File: src/rtl/keypad_scan_if.sv
// Keypad pin and key-code bundle for keypad_scan.
// master: the scanner (drives columns and the key code, reads rows).
// slave:  the board/consumer side (drives rows, reads columns and the key code).
interface keypad_scan_if;
  logic [3:0] row;
  logic [3:0] col;
  logic [3:0] key;
  logic       key_valid;

  modport master (input row, output col, output key, output key_valid);
  modport slave  (output row, input col, input key, input key_valid);
endinterface

File: src/rtl/keypad_scan.sv
// keypad_scan: 4x4 active-low matrix keypad scanner with per-frame debounce.
// One frame = four column slots of SCAN_DIV cycles each. The whole frame is
// reduced to a single candidate code, and a four-state FSM debounces that
// candidate across frames.
// Optional feature: define KEY_REPEAT_EN to enable auto-repeat while a key is
// held (REPEAT_DELAY / REPEAT_PERIOD frames).
module keypad_scan #(
  parameter int SCAN_DIV        = 2,
  parameter int DEBOUNCE_FRAMES = 3
`ifdef KEY_REPEAT_EN
  , parameter int REPEAT_DELAY  = 50,
  parameter int REPEAT_PERIOD   = 10
`endif
) (
  input  logic          clk,
  input  logic          rst,
  keypad_scan_if.master kp
);

  localparam int DIV_W = (SCAN_DIV > 1) ? $clog2(SCAN_DIV) : 1;
  localparam int CNT_W = $clog2(DEBOUNCE_FRAMES + 1);
  localparam logic [3:0] NO_KEY = 4'b1111;

  typedef enum logic [1:0] {IDLE, PRESS_WAIT, HELD, RELEASE_WAIT} state_t;

  // Row/column to key-code map; 1111 in the map means the key is ignored.
  function automatic logic [3:0] key_map(input logic [1:0] r, input logic [1:0] c);
    logic [3:0] code;
    case ({r, c})
      4'd0:    code = 4'd1;
      4'd1:    code = 4'd2;
      4'd2:    code = 4'd3;
      4'd3:    code = 4'b1010;
      4'd4:    code = 4'd4;
      4'd5:    code = 4'd5;
      4'd6:    code = 4'd6;
      4'd7:    code = 4'b1011;
      4'd8:    code = 4'd7;
      4'd9:    code = 4'd8;
      4'd10:   code = 4'd9;
      4'd11:   code = 4'b1100;
      4'd12:   code = 4'b1101;
      4'd13:   code = 4'd0;
      4'd14:   code = 4'b1110;
      default: code = 4'b1111;
    endcase
    return code;
  endfunction

  logic [DIV_W-1:0] div_q, div_d;
  logic [1:0]       col_idx_q, col_idx_d;
  logic [3:0]       col_q, col_d;
  logic [1:0]       nlow_q, nlow_d;      // low rows seen this frame: 0, 1, 2 = two or more
  logic [3:0]       code_q, code_d;      // code of the single low bit seen so far
  logic             slot_end, frame_end;
  logic [3:0]       row_low;
  logic [2:0]       sample_n;
  logic [1:0]       sample_r;
  logic [1:0]       nlow_now;
  logic [3:0]       code_now;
  logic [3:0]       frame_cand;

  state_t           state_q, state_d;
  logic [CNT_W-1:0] cnt_q, cnt_d, cnt_inc;
  logic             cnt_hit;
  logic [3:0]       cand_q, cand_d;
  logic [3:0]       key_q, key_d;
  logic             key_valid_q, key_valid_d;

`ifdef KEY_REPEAT_EN
  localparam int RPT_MAX = (REPEAT_DELAY > REPEAT_PERIOD) ? REPEAT_DELAY : REPEAT_PERIOD;
  localparam int RPT_W   = $clog2(RPT_MAX + 1);
  logic [RPT_W-1:0] rpt_q, rpt_d, rpt_inc, rpt_target;
  logic             first_q, first_d;    // still waiting for the first repeat
  logic             gap_q, gap_d;        // key is in its one-frame 1111 gap
`endif

  // Column timing and per-frame row accumulation; the candidate includes the current sample.
  always_comb begin
    slot_end  = (div_q == DIV_W'(SCAN_DIV - 1));
    frame_end = slot_end && (col_idx_q == 2'd3);
    div_d     = slot_end ? '0 : div_q + DIV_W'(1);
    col_idx_d = slot_end ? col_idx_q + 2'd1 : col_idx_q;
    col_d     = ~(4'b0001 << col_idx_d);

    row_low  = ~kp.row;
    sample_n = 3'(row_low[0]) + 3'(row_low[1]) + 3'(row_low[2]) + 3'(row_low[3]);
    sample_r = 2'd0;
    for (int i = 3; i >= 0; i--) begin
      if (row_low[i]) sample_r = 2'(i);
    end

    nlow_now = nlow_q;
    code_now = code_q;
    if (slot_end) begin
      if (sample_n >= 3'd2) begin
        nlow_now = 2'd2;
      end else if (sample_n == 3'd1) begin
        if (nlow_q == 2'd0) begin
          nlow_now = 2'd1;
          code_now = key_map(sample_r, col_idx_q);
        end else begin
          nlow_now = 2'd2;
        end
      end
    end
    frame_cand = (nlow_now == 2'd1) ? code_now : NO_KEY;
    nlow_d     = frame_end ? 2'd0 : nlow_now;
    code_d     = frame_end ? NO_KEY : code_now;
  end

  // Scan counters, column drive and frame accumulator registers.
  always_ff @(posedge clk or posedge rst) begin
    if (rst) begin
      div_q     <= '0;
      col_idx_q <= 2'd0;
      col_q     <= 4'b1110;
      nlow_q    <= 2'd0;
      code_q    <= NO_KEY;
    end else begin
      div_q     <= div_d;
      col_idx_q <= col_idx_d;
      col_q     <= col_d;
      nlow_q    <= nlow_d;
      code_q    <= code_d;
    end
  end

  // Debounce FSM next-state and outputs, advanced only at frame ends.
  always_comb begin
    state_d     = state_q;
    cnt_d       = cnt_q;
    cand_d      = cand_q;
    key_d       = key_q;
    key_valid_d = 1'b0;
    cnt_inc     = cnt_q + CNT_W'(1);
    cnt_hit     = (cnt_inc == CNT_W'(DEBOUNCE_FRAMES));
`ifdef KEY_REPEAT_EN
    rpt_d      = rpt_q;
    first_d    = first_q;
    gap_d      = gap_q;
    rpt_inc    = rpt_q + RPT_W'(1);
    rpt_target = first_q ? RPT_W'(REPEAT_DELAY) : RPT_W'(REPEAT_PERIOD);
    if (state_q != HELD) begin
      rpt_d   = '0;
      first_d = 1'b1;
      gap_d   = 1'b0;
    end
`endif
    if (frame_end) begin
      case (state_q)
        IDLE: begin
          if (frame_cand != NO_KEY) begin
            cand_d = frame_cand;
            if (DEBOUNCE_FRAMES == 1) begin
              state_d     = HELD;
              key_d       = frame_cand;
              key_valid_d = 1'b1;
            end else begin
              state_d = PRESS_WAIT;
              cnt_d   = CNT_W'(1);
            end
          end
        end
        PRESS_WAIT: begin
          if (frame_cand == cand_q) begin
            cnt_d = cnt_inc;
            if (cnt_hit) begin
              state_d     = HELD;
              key_d       = cand_q;
              key_valid_d = 1'b1;
            end
          end else if (frame_cand != NO_KEY) begin
            cand_d = frame_cand;
            cnt_d  = CNT_W'(1);
          end else begin
            state_d = IDLE;
          end
        end
        HELD: begin
          if (frame_cand != cand_q) begin
            if (DEBOUNCE_FRAMES == 1) begin
              state_d = IDLE;
              key_d   = NO_KEY;
            end else begin
              state_d = RELEASE_WAIT;
              cnt_d   = CNT_W'(1);
            end
          end
`ifdef KEY_REPEAT_EN
          else if (gap_q) begin
            key_d       = cand_q;
            key_valid_d = 1'b1;
            gap_d       = 1'b0;
            first_d     = 1'b0;
            rpt_d       = '0;
          end else begin
            rpt_d = rpt_inc;
            if (rpt_inc == rpt_target) begin
              key_d = NO_KEY;
              gap_d = 1'b1;
            end
          end
`endif
        end
        default: begin  // RELEASE_WAIT
          if (frame_cand != cand_q) begin
            cnt_d = cnt_inc;
            if (cnt_hit) begin
              state_d = IDLE;
              key_d   = NO_KEY;
            end
          end else begin
            state_d = HELD;
`ifdef KEY_REPEAT_EN
            // Release was interrupted during a repeat gap: restore the key.
            if (key_q == NO_KEY) begin
              key_d       = cand_q;
              key_valid_d = 1'b1;
            end
`endif
          end
        end
      endcase
    end
  end

  // Debounce FSM state, latched candidate and registered outputs.
  always_ff @(posedge clk or posedge rst) begin
    if (rst) begin
      state_q     <= IDLE;
      cnt_q       <= '0;
      cand_q      <= NO_KEY;
      key_q       <= NO_KEY;
      key_valid_q <= 1'b0;
`ifdef KEY_REPEAT_EN
      rpt_q       <= '0;
      first_q     <= 1'b1;
      gap_q       <= 1'b0;
`endif
    end else begin
      state_q     <= state_d;
      cnt_q       <= cnt_d;
      cand_q      <= cand_d;
      key_q       <= key_d;
      key_valid_q <= key_valid_d;
`ifdef KEY_REPEAT_EN
      rpt_q       <= rpt_d;
      first_q     <= first_d;
      gap_q       <= gap_d;
`endif
    end
  end

  assign kp.col       = col_q;
  assign kp.key       = key_q;
  assign kp.key_valid = key_valid_q;

endmodule
File: src/flat_wrapper.sv
// flat-port wrapper written by rule: the top's interface ports become plain ports
module keypad_scan_flat 
#(
  parameter int SCAN_DIV        = 2,
  parameter int DEBOUNCE_FRAMES = 3

)
  (clk, rst, kp_row, kp_col, kp_key, kp_key_valid);
  keypad_scan_if kp_i ();
  input  logic clk;
  input  logic rst;
  input wire logic [$bits(kp_i.row)-1:0] kp_row;
  output wire logic [$bits(kp_i.col)-1:0] kp_col;
  output wire logic [$bits(kp_i.key)-1:0] kp_key;
  output wire logic [$bits(kp_i.key_valid)-1:0] kp_key_valid;
  assign kp_i.row = kp_row;
  assign kp_col = kp_i.col;
  assign kp_key = kp_i.key;
  assign kp_key_valid = kp_i.key_valid;
  keypad_scan #(.SCAN_DIV(SCAN_DIV), .DEBOUNCE_FRAMES(DEBOUNCE_FRAMES)) u_core (.clk(clk), .rst(rst), .kp(kp_i));
endmodule
File: config.mk
export PLATFORM = sky130hd
export DESIGN_NAME = keypad_scan_flat
export DESIGN_NICKNAME = d
export VERILOG_FILES = /design/src/rtl/keypad_scan_if.sv /design/src/rtl/keypad_scan.sv /design/src/flat_wrapper.sv
export SDC_FILE = /design/constraint.sdc
export NUM_CORES = 1
export LEC_CHECK = 0
export CAP_MARGIN = 20
export CORE_AREA = 2 2 57 59
export CTS_CLUSTER_DIAMETER = 100
export CTS_CLUSTER_SIZE = 40
export DETAILED_ROUTE_END_ITERATION = 12
export DIE_AREA = 0 0 59 61
export PLACE_DENSITY = 0.77
export SETUP_SLACK_MARGIN = 0.2
export SLEW_MARGIN = 20
export SYNTH_ARGS = -nofsm -noshare
export SYNTH_HDL_FRONTEND = slang
export SYNTH_SLANG_ARGS = --single-unit
File: constraint.sdc
create_clock -name clk -period 4.3 [get_ports clk]
set_input_delay 0.86 -clock clk [delete_from_list [all_inputs] [get_ports clk]]
set_output_delay 0.86 -clock clk [all_outputs]
set_load 0.1 [all_outputs]
### After elaboration in Yosys (flattened, before gate mapping)

Memories as Yosys holds them, arrays and structs flattened.
Index checks and enable logic that the tools add are counted.

| storage, ports and cells | value |
|---|---|
| flip-flop bits (word level) | 26 |
| ROM bits | 64 |
| input bits | 6 |
| output and inout bits | 9 |
| word-level logic and storage cells | 91 |
| memories kept | 1 |

| operators by class | value |
|---|---|
| $add $sub $neg | 6 |
| magnitude comparators | 1 |
| equal/unequal tests | 16 |
| shift-type cells | 1 |
| muxes and demuxes | 42 |
| bitwise operators | 3 |
| reductions and logical operators | 11 |

Memories:

| name | depth | bits a word | rd ports | clocked after memory_dff | write ports | RTL line | text |
|---|---|---|---|---|---|---|---|
| (name not given) | 16 | 4 | 1 | 0 | 0 | keypad_scan.sv:29 | `case ({r, c})` |

Operators by type and width:

| kind | number |
|---|---|
| 4-bit two-way mux | 12 |
| 2-bit two-way mux | 21 |
| 4-bit case mux with 2 select lines | 2 |
| 2-bit case mux with 3 select lines | 2 |
| 4-bit inverter | 2 |
| 3-bit by 1-bit adder with 3-bit output | 2 |
| 2-bit == test (second input constant) | 3 |
| 2-bit by 1-bit inequality test with 1-bit output (second input constant) | 3 |
| 3-bit AND reduction | 2 |
| 6-bit AND reduction | 1 |
| 1-bit two-way mux | 5 |
| 5-bit by 4-bit inequality test with 1-bit output (second input constant) | 1 |
| 5-bit AND reduction | 1 |
| 2-bit by 1-bit adder with 2-bit output (second input constant) | 2 |
| 2-bit by 1-bit == test with 1-bit output (second input constant) | 2 |
| 4-bit == test | 1 |
| 2-bit logical NOT | 2 |
| 4-bit inequality test | 1 |
| 4-bit inequality test (second input constant) | 1 |
| 2-bit nonzero test | 2 |
| 1-bit by 2-bit << shifter with 4-bit output (first input constant) | 1 |
| 3-bit by 1-bit == test with 1-bit output (second input constant) | 1 |
| 3-bit by 2-bit greater-or-equal comparator with 1-bit output (second input constant) | 1 |
| 3-bit by 2-bit inequality test with 1-bit output (second input constant) | 1 |
| 8 further kinds | 8 |

### Depth between registers and ports, before layout

An unclocked memory read counts as a cell.

| logic depth | value |
|---|---|
| depth in word-level cells | 15 |
| mapped depth | 23 |
| gate-level depth less buffers | 18 |

### Worst setup path before layout

No wires, ideal clock.

| timing | value |
|---|---|
| path kind | input port to flip-flop |
| start | in kp_row[1] |
| end | reg with a tool-made name |
| setup time | 122 ps |
| arrival | 5,241 ps |
| data required time | 4,178 ps |
| slack | -1,063 ps |
| stages | 18 |
| path through | clkbuf_1 > inv_1 > ha_1 > inv_1 > fa_1 > ha_1 > or4b_1 > buf_4 > nor4_4 > a22oi_2 > a2111oi_2 > a221oi_1 > or4_1 > buf_2 > ha_1 > a221oi_1 > nand3_1 > a32o_1 |

RTL lines:

| item | RTL line | text |
|---|---|---|
| start: declaration | flat_wrapper.sv:12 | `input wire logic [$bits(kp_i.row)-1:0] kp_row;` |

==> impl_results.rst <==
.. list-table::
   :header-rows: 1

   * - Metric
     - Value
   * - First-pass GRT wire length
     - 6.223 mm
   * - Xor and xnor fraction of the mapped netlist area
     - 2.133%
   * - Proportion of synthesized chip area in sequential cells
     - approximately two fifths
   * - Initial antenna violation count
     - 0
   * - Final Cell Area
     - roughly 2200 sq um
   * - Async S/R FF share, synth
     - 100.0%
   * - Total half-perimeter wirelength after legalization and detailed placement
     - between 2 and 3 mm
   * - Number of detailed-route iterations in the first pass
     - 4
   * - Post-synth EDFFs
     - 0
   * - Worst R2R Path Depth
     - 11
   * - Most common library cell in the layout ignoring fill and taps
     - sky130_fd_sc_hd__buf_4
   * - Setup violators final
     - 2
   * - Via count of the first global-routing pass
     - around 1400
   * - Worst Hold Path Cells
     - 2
   * - Post-synth design cell area
     - between 1500 and 2000 sq um
   * - Failing checks
     - setup timing
   * - Maximum clock skew at final layout
     - 11.91 ps
   * - Overflow after GRT
     - 0
   * - I/O pin cnt
     - 15
   * - Fraction of power spent switching nets
     - about 27%
   * - Initial Utilization
     - between 50% and 60%
   * - Core region area
     - 2953 sq um
   * - Average footprint of a synthesized cell
     - between 9 and 10 sq um
   * - Adder and majority gate portion of the synthesized area
     - under 10%
   * - Port Buffers
     - 14
   * - Power dissipated by switching net loads
     - 0.1330 mW
   * - Critical Path RT
     - 4540 ps
   * - Post-Synthesis Cells
     - 170
   * - Least-Margin Pin Slew
     - roughly 980 ps
   * - CTS sink cnt
     - 26
   * - Clock tree root driver cell
     - sky130_fd_sc_hd__clkbuf_4
   * - Count of synthesis-stage warnings from yosys
     - 0
   * - Largest stage delay, worst path
     - about 550 ps
   * - Max-cap violations
     - 0
   * - Fillcell total
     - between 150 and 200
   * - DRC
     - 0
   * - Final Cycle Share
     - 101.4%
   * - Clock-pin slew of the registers on the worst-case setup and hold paths
     - ~150 ps
   * - Proportion of layout cells with a drive suffix above 1
     - between 40% and 50%
   * - Final core utilization
     - 75.76%
   * - Flops & latches, synth
     - 26
   * - Maximum number of pins on one net before global-route repair
     - 27
   * - Sum of routed wire length over all layers
     - 3.923 mm
   * - Layout overhead on the synthesized area
     - 36.18%
   * - Setup slack of the most critical reg-to-reg path
     - between 800 and 900 ps
   * - Simple-gate portion of the synthesized area
     - 19.04%
   * - CTS HTree Levels
     - 1
   * - Portion of netlist area occupied by mux cells
     - 1.523%
   * - Status
     - finished with violations
   * - Via-to-Cell Ratio
     - between 5 and 6
   * - Final weighted congestion in routability-driven placement
     - about 0.83
   * - Most used flip-flop cell after synthesis
     - sky130_fd_sc_hd__dfstp_2
   * - Area of the die
     - approximately 3600 sq um
   * - Critical path's most frequent cell
     - sky130_fd_sc_hd__ha_4
   * - Worst vdd ir
     - 0.0002275 V
   * - PwrDens
     - approximately 220 nW/um^2
   * - Setup repair after global routing missed its margin
     - true
   * - Clock period minus final worst setup slack
     - between 4000 and 5000 ps
   * - Critical path type
     - in -> reg
   * - Die boundary height
     - a little over 60 um
   * - Crit. End Element
     - flip-flop
   * - Sequential cell area
     - between 600 and 700 sq um
   * - CP max FO
     - 4
   * - Leak pwr
     - between 0.9 and 1 nW
   * - Cell at the slowest stage of the critical path
     - sky130_fd_sc_hd__or4b_4
   * - Worst EP arrival
     - between 4000 and 5000 ps
   * - Chain of cells forming the critical path
     - buf_8 > inv_6 > ha_4 > inv_2 > fa_2 > ha_4 > or4b_4 > buf_6 > a211oi_1 > o21ai_1 > a21oi_2 > xnor2_1 > or4_4 > ha_4 > a221oi_4 > nand3_2 > a32o_1
   * - Clock share of power
     - between 20% and 30%
   * - Average wire per standard cell
     - between 15 and 20 um
   * - Maximum frequency from static timing analysis
     - 0.2294 GHz
   * - Relative contribution of combinational cells to total power
     - 22.2%
   * - Reg-to-Reg Start
     - u_core.nlow_q[0]
   * - Slack of the critical path
     - -59.71 ps
   * - Worst Hold Path EP
     - u_core.kp.key[3]
   * - Hold Violations, Final
     - 0
   * - Multi-input gate area
     - about 1100 sq um
   * - Path class of the lowest-slack min-delay path
     - reg -> reg
   * - Final instance count without filler cells
     - 240
   * - GRT Overall Usage
     - 23.24%
   * - Width of the die
     - between 50 and 60 um
   * - Most used cells in the layout excluding fill and tap cells
     - 24 x sky130_fd_sc_hd__buf_4, 15 x sky130_fd_sc_hd__dfstp_2, 14 x sky130_fd_sc_hd__inv_1
   * - Worst Hold Launch
     - u_core.kp.key[3]
   * - Post-Place Worst Slack
     - -1029 ps
   * - Number of DRC markers in iteration 0
     - 48
   * - Total internal power
     - about 0.35 mW
   * - Inserted Clock Buffers
     - 3
   * - Final number of max-transition violations
     - 0
   * - TritonCTS clock tree
     - done
   * - Compound-Gate Fraction of Synth Area
     - 20.64%
   * - CP startpoint kind
     - primary input
   * - Clock latency reported for the late side of the worst-skew pair
     - 330 ps
   * - Final Total Pwr
     - 0.4866 mW
   * - Dominant combinational cell family by area after synthesis
     - compound AO/OA/AOI/OAI gates
   * - Via count of the routed design
     - between 1000 and 1500
   * - Placed cell area
     - 2014 sq um
   * - Row cnt
     - 20
   * - Placed Cells incl. Taps
     - between 200 and 250
   * - Inserted Diodes
     - 0
   * - Number of distinct library cell variants in the gate-level netlist after synthesis
     - 55
   * - Number of nets produced by synthesis
     - between 150 and 200
   * - Worst-case clock buffer depth
     - 2
   * - DRT antenna net count
     - 0
   * - Post-layout net count
     - between 200 and 250
   * - Worst slew margin relative to its limit
     - roughly a third
   * - Part of the power in registers
     - 51.4%
## registers in the layout, summed over array words and instances (netlist names), named ones only
signal               cells
u_core.state_q           1
u_core.kp.key_valid      1
u_core.code_q            4
u_core.cnt_q             2
u_core.kp.key            4
u_core.cand_q            4
u_core.div_q             1
u_core.kp.col            4
u_core.nlow_q            2
u_core.col_idx_q         2
## layer usage
metal	routed length, um	GRT usage, %	vias up	share of wire (%)
met2	2016	38.57	30	51
met1	1757	31.76	693	45
met4	49	6.169	0	1.2
met3	98	3.838	6	2.5
li1	-	-	682	-
met5	0	0	-	0
## power groups by stage
stage	Sequential (mW)	Combinational, mW	Clock, mW
CTS	0.250	0.0974	0.129
global placement	0.254	0.0789	0
global route	0.251	0.117	0.137
finish	0.250	0.108	0.128
detailed placement	0.254	0.0815	0
floorplan	0.253	0.0541	0
## kinds of logic after synthesis
group                      count (synthesis)
DFF                                       26
buffers and inverters                     25
xor gates and xnor gates                   4
adders and majority gates                 12
and+or+nand+nor                           56
AOI/OAI and AO/OA                         45
muxes                                      2
## metrics by stage
step / hold WS, ps / TNS, ps
after CTS: 484.1 / -244.6
after detailed placement: 468.2 / -11240
final: 487.6 / -84.69
after floorplan: 495.4 / -4122
after global routing: 506.5 / -346.9
after global placement: 461.0 / -10190
## final cells by class
| type | instances | share of cell area [%] |
|---|---|---|
| clock buffer | 4 | 1.622 |
| inverter | 18 | 3.356 |
| multi-input combinational | 119 | 47.59 |
| sequential | 26 | 29.92 |
| tap | 33 | 1.846 |
| timing repair buffer | 40 | 15.66 |
## critical path, delay by kind of cell
family | cells | cell delay, ps
xor gates and xnor gates | 1 | 110
adders and majority gates | 4 | 1020
AOI/OAI and AO/OA | 5 | 1090
buffers and inverters | 4 | 300
and+or+nand+nor | 3 | 1210
## cell usage after synthesis, drive strengths merged, types with 2 or more instances
| library cell | number | area share [%] |
|---|---|---|
| and2 | 3 | 1.1 |
| nand2 | 15 | 3.4 |
| buf | 4 | 1.5 |
| or2 | 4 | 1.5 |
| dfstp | 15 | 24 |
| clkbuf | 3 | 0.69 |
| a31oi | 3 | 1.1 |
| a32o | 2 | 1.2 |
| ha | 11 | 8.4 |
| a21oi | 7 | 2.1 |
| inv | 18 | 4.1 |
| nor3 | 2 | 0.61 |
| xnor2 | 3 | 1.6 |
| nor2b | 2 | 0.76 |
| o31ai | 2 | 0.91 |
| and4b | 2 | 1.2 |
| nand2b | 3 | 1.1 |
| nor4 | 2 | 1.7 |
| a211oi | 5 | 2.6 |
| nand3 | 4 | 1.2 |
| a21boi | 2 | 0.91 |
| nor2 | 11 | 2.5 |
| o21ai | 8 | 2.4 |
| dfrtp | 11 | 17 |
| a221oi | 3 | 1.6 |
## worst max path at each step
stage | from | endpoint | slack [ps]
2_1_floorplan | kp_row[1] | flip-flop | -470
3_3_place_gp | kp_row[1] | flip-flop | -940
3_5_place_dp | kp_row[1] | flip-flop | -1030
4_1_cts | kp_row[0] | flip-flop | -120
5_1_grt | kp_row[0] | flip-flop | -130
6_report | kp_row[0] | flip-flop | -60
## timing repair
action,4_1_cts,5_1_grt
endpoints found under the setup margin,13,12
pin swaps,14,19
cloned,0,0
hold buffers,0,0
hold endpoints to repair,0,0
resized for setup,37,10
buffers inserted,2,4
Power figures use the tool's default switching activity.
